`config.mk`:
```
export PLATFORM = sky130hd
export DESIGN_NAME = multiplicador_serie
export DESIGN_NICKNAME = d
export VERILOG_FILES = /design/src/rtl/multiplicador_serie.sv
export SDC_FILE = /design/constraint.sdc
export NUM_CORES = 1
export LEC_CHECK = 0
export ABC_AREA = 1
export CORE_UTILIZATION = 53
export DETAILED_ROUTE_END_ITERATION = 8
export GPL_TIMING_DRIVEN = 0
export PLACE_DENSITY_LB_ADDON = 0.1
export SYNTH_ARGS = -nofsm -noshare
export SYNTH_HDL_FRONTEND = slang
export SYNTH_SLANG_ARGS = --single-unit
```
`constraint.sdc`:
```
create_clock -name clk -period 2.1 [get_ports clk]
set_clock_uncertainty 0.15 [all_clocks]
set_input_delay 0.42 -clock clk [delete_from_list [all_inputs] [get_ports clk]]
set_output_delay 0.42 -clock clk [all_outputs]
set_load 0.01 [all_outputs]
```
`src/rtl/multiplicador_serie.sv`:
```
// Sequential unsigned shift-and-add multiplier: one operand bit per three cycles
// (evaluate, add one-or-zero, shift), Moore outputs decoded from the state register.
module multiplicador_serie #(
   parameter int unsigned WIDTH = 8
) (
   input  logic                 clk,
   input  logic                 rst,
   input  logic                 inicio,
   input  logic [WIDTH-1:0]     a,
   input  logic [WIDTH-1:0]     b,
   output logic [2*WIDTH-1:0]   producto,
   output logic                 listo,
   output logic                 ocupado
);

   localparam int unsigned CntW = (WIDTH > 2) ? $clog2(WIDTH) : 1;

   typedef enum logic [2:0] {
      StReposo    = 3'b000,
      StEvaluar   = 3'b001,
      StSumarCero = 3'b010,
      StSumarUno  = 3'b011,
      StDesplazar = 3'b100,
      StFin       = 3'b101
   } estado_e;

   estado_e              estado_q, estado_d;
   logic [WIDTH-1:0]     mcand_q, mcand_d;
   logic [WIDTH:0]       acc_q, acc_d;
   logic [WIDTH-1:0]     mplier_q, mplier_d;
   logic [CntW-1:0]      cnt_q, cnt_d;
   logic [2*WIDTH-1:0]   producto_q, producto_d;

   logic [2*WIDTH:0]     desplazado;
   logic                 ultimo_bit;

   assign desplazado = {acc_q, mplier_q} >> 1;
   assign ultimo_bit = (cnt_q == CntW'(WIDTH - 1));

   always_ff @(posedge clk or negedge rst) begin
      if (!rst) begin
         estado_q   <= StReposo;
         mcand_q    <= '0;
         acc_q      <= '0;
         mplier_q   <= '0;
         cnt_q      <= '0;
         producto_q <= '0;
      end else begin
         estado_q   <= estado_d;
         mcand_q    <= mcand_d;
         acc_q      <= acc_d;
         mplier_q   <= mplier_d;
         cnt_q      <= cnt_d;
         producto_q <= producto_d;
      end
   end

   always_comb begin
      estado_d   = estado_q;
      mcand_d    = mcand_q;
      acc_d      = acc_q;
      mplier_d   = mplier_q;
      cnt_d      = cnt_q;
      producto_d = producto_q;

      unique case (estado_q)
         StReposo: begin
            if (inicio) begin
               mcand_d  = a;
               mplier_d = b;
               acc_d    = '0;
               cnt_d    = '0;
               estado_d = StEvaluar;
            end
         end
         StEvaluar: begin
            estado_d = mplier_q[0] ? StSumarUno : StSumarCero;
         end
         StSumarUno: begin
            // Carry out of the add lands in acc[WIDTH] and is shifted down next.
            acc_d    = {1'b0, acc_q[WIDTH-1:0]} + {1'b0, mcand_q};
            estado_d = StDesplazar;
         end
         StSumarCero: begin
            estado_d = StDesplazar;
         end
         StDesplazar: begin
            acc_d    = desplazado[2*WIDTH:WIDTH];
            mplier_d = desplazado[WIDTH-1:0];
            cnt_d    = cnt_q + CntW'(1);
            if (ultimo_bit) begin
               producto_d = desplazado[2*WIDTH-1:0];
               estado_d   = StFin;
            end else begin
               estado_d   = StEvaluar;
            end
         end
         StFin: begin
            estado_d = StReposo;
         end
         default: begin
            estado_d = StReposo;
         end
      endcase
   end

   assign producto = producto_q;
   assign listo    = (estado_q == StFin);
   assign ocupado  = (estado_q == StEvaluar)   || (estado_q == StSumarCero) ||
                     (estado_q == StSumarUno)  || (estado_q == StDesplazar);

endmodule

```
==> flow_summary.ini <==
[die]
dieArea_mm2 = 0.00468
die_y_um = 68.4
rows = 23
io_pins = 37
die_w_um = 68.4
initial_core_util_pct = 56.8
core_region_area_mm2 = 0.00412

[global_routing]
grt_start_max_net_pins = 28
grt_use_met3_pct = 5.00
grt_pass1_wl_um = 7870
globalRouteOverflowTotal = 0
grt_pass1_vias = 1742
grt_usage_pct = 23.2
met2_usage_pct = 35.7
antenna_found_initial = 0
use_met1_pct = 31.2
grt_busiest_layer = met2

[worst_setup_path]
r2r_setup_slack_ns = 0.32
crit_type = flop to output pin
worst_setup_path_start_kind = flop
cp_data_arrival_time_ns = 1.40
rr_endpoint = acc_q[6]
end_kind = output pin
r2r-start = acc_q[0]
path_max_fanout = 6
critPathRequiredTime_ns = 1.53
reg2reg_depth = 9

[final_layout]
fin_util_pct = 70.4
diodes = 0
fin_nets = 330
layout_common_cells = 77 x nand2_1, 46 x dfrtp_1, 33 x clkdlybuf4s50_1
area_growth_pct = 24.0
layout_commonest_cell = nand2_1
drive_gt1_share_pct = 14.6
final_area_mm2 = 0.00290
stdcell_count = 351

[timing]
whs_ns = 0.331
slew_headroom_pct = 67.7
rsz0062_at_grt = no
fmax_mhz = 506
setup_viol = 0
final_max_slew_viol_count = 0
hold_violations = 0
finalSetupTns_ns = 0
fin_crit_ns = 1.97
worst_pin_slew_ns = 0.484
fin_crit_sh_pct = 94.0

[min_path]
min_from = cnt_q[0]
hold_path_class = flop to flop
hold_depth = 1
hold_path_end = cnt_q[0]

[clock_tree]
cts-buffers-inserted = 5
cts_root_buf = clkbuf_8
clk_pin_slew_ns = 0.08
cts_tree = yes
clk_latency_ns = 0.29
cts-root-to-sink-buffers = 2
htree_levels = 2
cts_sinks = 47

[logic_synthesis]
synth-seq-area-share_pct = 50.3
synth_nets = 281
synth_seq_cells = 47
synthDistinctLibCells = 28
ys_warn_count = 0
syn_inst = 251
postSynthAreaPerCell_um2 = 9.31
syn_area_mm2 = 0.00234

[detailed_routing]
wl_per_cell_um = 13.4
via_per_inst = 5.29
wl_um = 4700
dr.pass1.iters = 4
first_iter_violations = 85
antenna_left = 0
vias = 1857
drc_errors = 0

[place]
place_congestion = 0.885
place_area_mm2 = 0.00278
dp.cells = 338
dpl.hpwl_um = 3390
portBuffers = 36

[flow_run]
max_cap_violations = 0

[outcome]
status = finished clean

[power]
p_per_area_mw_per_mm2 = 1150
power.leakage_nw = 1.50
worst_ir_drop_vdd_uv = 745
[per-layer routing]
layer | part of all wire [%] | wire length, um | vias to the layer above
li1 | - | - | 923
met2 | 45 | 2110 | 45
met4 | 3.0 | 143 | 0
met1 | 48 | 2250 | 876
met5 | 0 | 0 | -
met3 | 4.2 | 197 | 13
[worst max path at each step]
stage	end	cells past startpoint	start	slack (ns)
floorplan	acc_q[4]	9	mcand_q[0]	0.49
global placement	acc_q[5]	1	rst	-0.82
detailed placement	ocupado	4	estado_q[0]	0.20
CTS	listo	3	estado_q[0]	0.008
global route	ocupado	5	estado_q[0]	0.05
finish	ocupado	5	estado_q[0]	0.13
[synthesized netlist by cell type (all sizes together)]
cell    number  share of area (%)
buf          5                1.9
o22ai        8                2.1
mux2         5                3.2
o221ai       1               0.37
or2          2               0.54
a21oi       16                3.4
nor3         2               0.43
fa           1               0.86
nor2         5                1.4
nand3       17                4.2
ha          10                5.4
o21ai       15                4.7
clkinv       2               0.54
nand2       80                 14
dfrtp       47                 50
o211ai       2               0.64
nand4        1               0.27
a22o         2               0.75
inv         30                4.8
[registers in the layout, indices dropped and copies added (netlist names)]
signal and flops:
producto 16, acc_q 9, cnt_q 3, mplier_q 8, estado_q 3, mcand_q 8
[worst max-delay path, stage by stage, from the launching register on]
cell and delay (ns):
dfrtp_1 0.39, buf_4 0.15, nor2_4 0.12, nand2_4 0.12, nand2_1 0.08, dlygate4sd2_1 0.26
[metrics by stage]
step	total power, mW	worst slack [ns]
floorplan	2.38	0.487
global placement	2.71	-0.821
detailed placement	2.76	0.203
CTS	3.31	0.00778
global route	3.61	0.0478
finish	3.32	0.126
[cell type report]
class	count	area, um2
Clock inverter	1	5.00
Tap cell	50	62.6
Multi-Input combinational cell	167	992
Sequential cell	47	1180
Inverter	32	125
Fill cell	313	1220
Buffer	5	43.8
Timing Repair Buffer	42	417
Clock buffer	7	76.3
[power by group]
part,internal [mW],switching (mW),total [mW]
clock network,0.234,0.289,0.523
logic,0.583,0.877,1.46
registers,1.16,0.178,1.34
total,1.98,1.34,3.32
[cell families (layout without fill, tap and decap cells)]
kind of cell | Yosys count | in the layout | share of synthesized area, %
multiplexers | 5 | 5 | 3.21
buffers and inverters | 37 | 87 | 7.23
adder cells (fa/ha/maj) | 11 | 11 | 6.21
AO/OA/AOI/OAI | 44 | 44 | 12.0
flip-flops | 47 | 47 | 50.3
AND/OR/NAND/NOR | 107 | 107 | 21.0
[what timing repair did]
| item | 4_1_cts | 5_1_grt |
|---|---|---|
| resized for setup | 2 | 1 |
| hold buffers | 1 | 0 |
| pin swaps | 1 | 0 |
| endpoints found under the setup margin | 1 | 1 |
| endpoints found under the hold margin | 20 | 0 |
| setup buffers | 2 | 2 |
Note: power is estimated with default switching activity, not from simulation.
